**config.mk**
```make
export PLATFORM = sky130hd
export DESIGN_NAME = weapon_sequencer
export DESIGN_NICKNAME = d
export VERILOG_FILES = /design/src/rtl/weapon_sequencer.sv
export SDC_FILE = /design/constraint.sdc
export NUM_CORES = 1
export LEC_CHECK = 0
export CAP_MARGIN = 5
export CORE_MARGIN = 2
export CORE_UTILIZATION = 50
export DETAILED_ROUTE_END_ITERATION = 16
export PLACE_DENSITY = 0.76
export SLEW_MARGIN = 40
export SYNTH_ARGS = -nofsm -noshare
export SYNTH_HDL_FRONTEND = slang
export SYNTH_SLANG_ARGS = --single-unit
```
**constraint.sdc**
```tcl
create_clock -name clk -period 2.2 [get_ports clk]
set_input_delay 0.55 -clock clk [delete_from_list [all_inputs] [get_ports clk]]
set_output_delay 0.55 -clock clk [all_outputs]
set_load 0.05 [all_outputs]
```
**src/rtl/weapon_sequencer.sv**
```systemverilog
// -----------------------------------------------------------------------------
// weapon_sequencer
//
// Sequences the player weapon's sprite animation and ammunition. Fire and
// reload button rises are turned into a one-hot weapon state, a sprite frame
// selector paced by the once-per-video-frame tick, and a single-cycle
// shot pulse for the enemy logic. This block owns the only ammo count.
//
// Ports:
//   clk          in   1  system clock
//   rst_n        in   1  synchronous, active-low reset
//   frame_tick   in   1  one-clk pulse per video frame
//   fire         in   1  synchronized fire button level
//   reload_req   in   1  synchronized reload button level
//   game_active  in   1  high during play, low on the title screen
//   weapon_state out  3  3'b001 IDLE, 3'b010 FIRE, 3'b100 RELOAD
//   frame_idx    out  2  sprite frame within the current animation
//   ammo         out  2  shells remaining, 0..SHELLS
//   shot_fired   out  1  one-cycle pulse when a shell is spent
//   busy         out  1  high whenever the state is not IDLE
// -----------------------------------------------------------------------------
module weapon_sequencer #(
  parameter int FRAME_TICKS   = 6,
  parameter int SHOOT_FRAMES  = 2,
  parameter int RELOAD_FRAMES = 4,
  parameter int SHELLS        = 2
) (
  input  logic       clk,
  input  logic       rst_n,
  input  logic       frame_tick,
  input  logic       fire,
  input  logic       reload_req,
  input  logic       game_active,
  output logic [2:0] weapon_state,
  output logic [1:0] frame_idx,
  output logic [1:0] ammo,
  output logic       shot_fired,
  output logic       busy
);

  typedef enum logic [2:0] {
    ST_IDLE   = 3'b001,
    ST_FIRE   = 3'b010,
    ST_RELOAD = 3'b100
  } state_t;

  localparam logic [3:0] TICK_LAST   = 4'(FRAME_TICKS - 1);
  localparam logic [1:0] SHOOT_LAST  = 2'(SHOOT_FRAMES - 1);
  localparam logic [1:0] RELOAD_LAST = 2'(RELOAD_FRAMES - 1);
  localparam logic [1:0] AMMO_FULL   = 2'(SHELLS);

  state_t     state_r;
  state_t     state_s;
  logic [3:0] tick_cnt_r;
  logic [3:0] tick_cnt_s;
  logic [1:0] frame_idx_r;
  logic [1:0] frame_idx_s;
  logic [1:0] ammo_r;
  logic [1:0] ammo_s;
  logic       shot_r;
  logic       shot_s;
  logic       busy_r;
  logic       busy_s;
  logic       fire_q;
  logic       reload_q;
  logic       fire_rise_r;
  logic       reload_rise_r;

  // Edge detection. The rise itself is registered, so the FSM acts on a rise
  // one edge after it is sampled; rises seen while the game is inactive are
  // never recorded, so they cannot leak into play when it resumes.
  always_ff @(posedge clk) begin
    if (!rst_n) begin
      fire_q        <= 1'b0;
      reload_q      <= 1'b0;
      fire_rise_r   <= 1'b0;
      reload_rise_r <= 1'b0;
    end else begin
      fire_q        <= fire;
      reload_q      <= reload_req;
      fire_rise_r   <= fire & ~fire_q & game_active;
      reload_rise_r <= reload_req & ~reload_q & game_active;
    end
  end

  // State and animation registers; all outputs come straight from here.
  always_ff @(posedge clk) begin
    if (!rst_n) begin
      state_r     <= ST_IDLE;
      tick_cnt_r  <= 4'd0;
      frame_idx_r <= 2'd0;
      ammo_r      <= AMMO_FULL;
      shot_r      <= 1'b0;
      busy_r      <= 1'b0;
    end else begin
      state_r     <= state_s;
      tick_cnt_r  <= tick_cnt_s;
      frame_idx_r <= frame_idx_s;
      ammo_r      <= ammo_s;
      shot_r      <= shot_s;
      busy_r      <= busy_s;
    end
  end

  // Next-state, animation pacing and ammo bookkeeping.
  always_comb begin
    state_s     = state_r;
    tick_cnt_s  = tick_cnt_r;
    frame_idx_s = frame_idx_r;
    ammo_s      = ammo_r;
    shot_s      = 1'b0;

    if (!game_active) begin
      // Title screen: force a fresh, fully loaded weapon.
      state_s     = ST_IDLE;
      tick_cnt_s  = 4'd0;
      frame_idx_s = 2'd0;
      ammo_s      = AMMO_FULL;
    end else begin
      case (state_r)
        ST_IDLE: begin
          tick_cnt_s  = 4'd0;
          frame_idx_s = 2'd0;
          // Fire is checked first so it wins over a simultaneous reload.
          if (fire_rise_r) begin
            if (ammo_r != 2'd0) begin
              state_s = ST_FIRE;
              ammo_s  = ammo_r - 2'd1;
              shot_s  = 1'b1;
            end else begin
              state_s = ST_RELOAD;
            end
          end else if (reload_rise_r && (ammo_r < AMMO_FULL)) begin
            state_s = ST_RELOAD;
          end else begin
            state_s = ST_IDLE;
          end
        end

        ST_FIRE: begin
          if (frame_tick) begin
            if (tick_cnt_r == TICK_LAST) begin
              tick_cnt_s = 4'd0;
              if (frame_idx_r == SHOOT_LAST) begin
                frame_idx_s = 2'd0;
                // An emptied magazine rolls straight into the reload.
                if (ammo_r == 2'd0) begin
                  state_s = ST_RELOAD;
                end else begin
                  state_s = ST_IDLE;
                end
              end else begin
                frame_idx_s = frame_idx_r + 2'd1;
              end
            end else begin
              tick_cnt_s = tick_cnt_r + 4'd1;
            end
          end else begin
            tick_cnt_s = tick_cnt_r;
          end
        end

        ST_RELOAD: begin
          if (frame_tick) begin
            if (tick_cnt_r == TICK_LAST) begin
              tick_cnt_s = 4'd0;
              if (frame_idx_r == RELOAD_LAST) begin
                frame_idx_s = 2'd0;
                ammo_s      = AMMO_FULL;
                state_s     = ST_IDLE;
              end else begin
                frame_idx_s = frame_idx_r + 2'd1;
              end
            end else begin
              tick_cnt_s = tick_cnt_r + 4'd1;
            end
          end else begin
            tick_cnt_s = tick_cnt_r;
          end
        end

        default: begin
          // Unreachable encodings recover to a clean idle.
          state_s     = ST_IDLE;
          tick_cnt_s  = 4'd0;
          frame_idx_s = 2'd0;
        end
      endcase
    end

    busy_s = (state_s != ST_IDLE);
  end

  assign weapon_state = state_r;
  assign frame_idx    = frame_idx_r;
  assign ammo         = ammo_r;
  assign shot_fired   = shot_r;
  assign busy         = busy_r;

endmodule

```
==> summary.txt <==
RSZ-0062 raised after global routing -> no
CP delay by family, top -> buffers and inverters
Most common cell after layout, fill and taps aside -> dfxtp_1
Latest clock arrival within the worst-skew pair -> 0.28 ns
Final Hold Vio Count -> 0
Yosys Warn Count -> 0
Crit-path cells -> clkdlybuf4s50_1
Worst slack at placement -> 0.190 ns
Setup Skew -> 0.000733 ns
GRT overflow -> 0
HP Class -> reg2reg
Num CTS Buffers -> 3
Net Count, Synth -> 104
Min Clock Period, post-route -> 2.14 ns
# Max-Cap Violations -> 0
DIE HEIGHT -> 45.4 um
Maximum clock rate -> 0.468 GHz
Max-slew violation count -> 0
Most frequent cells in the layout -> dfxtp_1, clkdlybuf4s50_1, nor2_1, inv_1, nand2_1
Cell Rows -> 14
GP Congestion -> 0.822
IO Port Bufs -> 14
CTS tree -> yes
Starting Density -> 0.550
Worst Path Max Fanout -> 6
Root Buffer Master -> clkbuf_4
Post-DP HPWL -> 1.21 mm
Die X -> 45.4 um
Compound-Gate Fraction of Synth Area -> 0.145
PD cells -> 508 nW/um^2
Area fraction of the dominant cell type after synthesis -> 0.397
Largest stage delay, worst path -> 0.85 ns
Yosys reg bits -> 17
WP data required -> 1.65 ns
Worst IR drop on VDD -> 0.000300 V
Primary FF master, synth -> dfxtp_1
TNS Setup -> 0 ns
First-pass GRT wire length -> 2.66 mm
Max clock buf depth -> 2
Post-Syn Area -> 857 um^2
Final ANT Viol Nets -> 0
Clk pin slew, worst setup/hold paths -> 0.09 ns
Via Count -> 685
Kind of critical path -> reg2out
Clock Power Share -> 0.305
Aggregate routed wire length -> 1.61 mm
CTS Sinks -> 17
Area grow syn2layout -> 20.1%
Slew @ Worst Pin -> 0.500 ns
Core region area -> 1560 um^2
Post-Syn Area per Cell -> 9.22 um^2
Slew headroom -> 0.666
H-tree levels -> 1
Post-route DRC -> 0
Tot GR Track Use -> 0.183
Crit-path slowest cell -> clkdlybuf4s50_1
Leak pwr -> 0.408 nW
Ys async rst share -> 0
CP Data Arrival Time -> 1.59 ns
Post-Synth Simple-Gate Area -> 0.270
Die ar. -> 2060 um^2
Worst Path Buf+Inv -> 1
Starting DRT DRC Count -> 20
Largest family of logic cells by synthesized area -> simple AND/OR/NAND/NOR gates
Hold_buf cts -> 0
Post-synthesis mux area share -> 0.0117
Sw power -> 0.117 mW
Post-synth EDFFs -> 0
Sequential Power Share -> 0.607
Area leader, netlist -> dfxtp_1
Final layout net count -> 121
Largest net degree at the start of global routing -> 10
Wire length per cell -> 12.9 um
Unique cell type count in the Yosys netlist -> 36
Post-synthesis cell count -> 93
WHS -> 0.396 ns
Post-Synth XOR/XNOR Area -> 0.0511
Area contributors post-synth -> dfxtp_1, ha_1, nor2_1, nor3b_1, inv_1
P_int -> 0.406 mW
Tcrit/Tclk final -> 0.972
Critical path launch point type -> register
Number of global-route vias before repair -> 624
Critical Path Sink Type -> output pin
Register area share after synthesis -> 0.397
Final setup vio count -> 0
Comb power frac -> 0.088
Initial antenna violation count -> 0
Outcome -> finished clean
I/O pins -> 15
Vias/cell -> 5.48
Setup ws final -> 0.0614 ns
# diodes -> 0
Switch share -> 0.224
Fraction of layout cells with a size suffix above 1 -> 0.119
Adder-Cell Fraction of Synth Area -> 0.0730
Pre-antenna DRT Iters -> 5
Setup bufs post-CTS -> 0
[kinds of logic after synthesis]
group,after synthesis
AOI/OAI and AO/OA,16
xor gates and xnor gates,5
adders and majority gates,5
muxes,1
buffers and inverters,10
and+or+nand+nor,39
DFF,17
[cell usage after synthesis (all sizes together) (3+ instances only)]
cell type   n
dfxtp      17
nor2        8
inv         7
nand2       6
ha          5
nor3        4
nor3b       4
or3b        4
nand3       3
xnor2       3
[flip-flops by register name (all words and copies together) (netlist names)]
| name | count |
|---|---|
| reload_rise_r | 1 |
| fire_rise_r | 1 |
| shot_fired | 1 |
| reload_q | 1 |
| tick_cnt_r | 4 |
| fire_q | 1 |
| weapon_state | 3 |
| frame_idx | 2 |
| ammo | 2 |
| busy | 1 |
[per-stage QoR]
step	std cells	instance area, um^2	power [mW]	utilization
after floorplan	93	857	0.351	-
after global placement	121	1000	0.370	0.642
after detailed placement	121	1000	0.371	0.642
after CTS	125	1030	0.530	0.659
after global routing	125	1030	0.547	0.661
final	125	1030	0.523	0.661
[area by class of cell]
cell class / instances / area [um^2]
well taps: 16 / 20.0
clock buffers: 4 / 26.3
repair buffers: 15 / 145
fillers: 116 / 529
flip-flops and latches: 17 / 340
inverters: 7 / 26.3
multi-input cells: 66 / 472
[metal layers]
layer / vias up / global-route usage / wire, um
met5: - / 0 / 0
met4: 0 / 0.129 / 18
met3: 2 / 0.0278 / 47
met1: 309 / 0.248 / 805
met2: 12 / 0.262 / 739
li1: 362 / - / -
[power groups by stage]
stage | logic (mW) | clock network [mW] | registers, mW
2_1_floorplan | 0.0194 | 0 | 0.331
3_3_place_gp | 0.0456 | 0 | 0.324
3_5_place_dp | 0.0459 | 0 | 0.325
4_1_cts | 0.0462 | 0.166 | 0.318
5_1_grt | 0.0497 | 0.179 | 0.318
6_report | 0.0463 | 0.160 | 0.318
[path summary, 6_finish.rpt]
kind,startpoint,end,slack [ns],cells past startpoint
worst max-delay path,frame_idx[0],frame_idx[0],0.06,1
worst min-delay path,fire_q,fire_rise_r,0.40,1
worst max register to register,weapon_state[0],ammo[1],0.47,4
worst min register to register,fire_q,fire_rise_r,0.40,1
[what timing repair did]
action                     in CTS  in global routing
setup endpoints to repair       0                  1
hold endpoints to repair        0                  0
gates resized for setup         0                  1
Note: power is estimated with default switching activity, not from simulation.
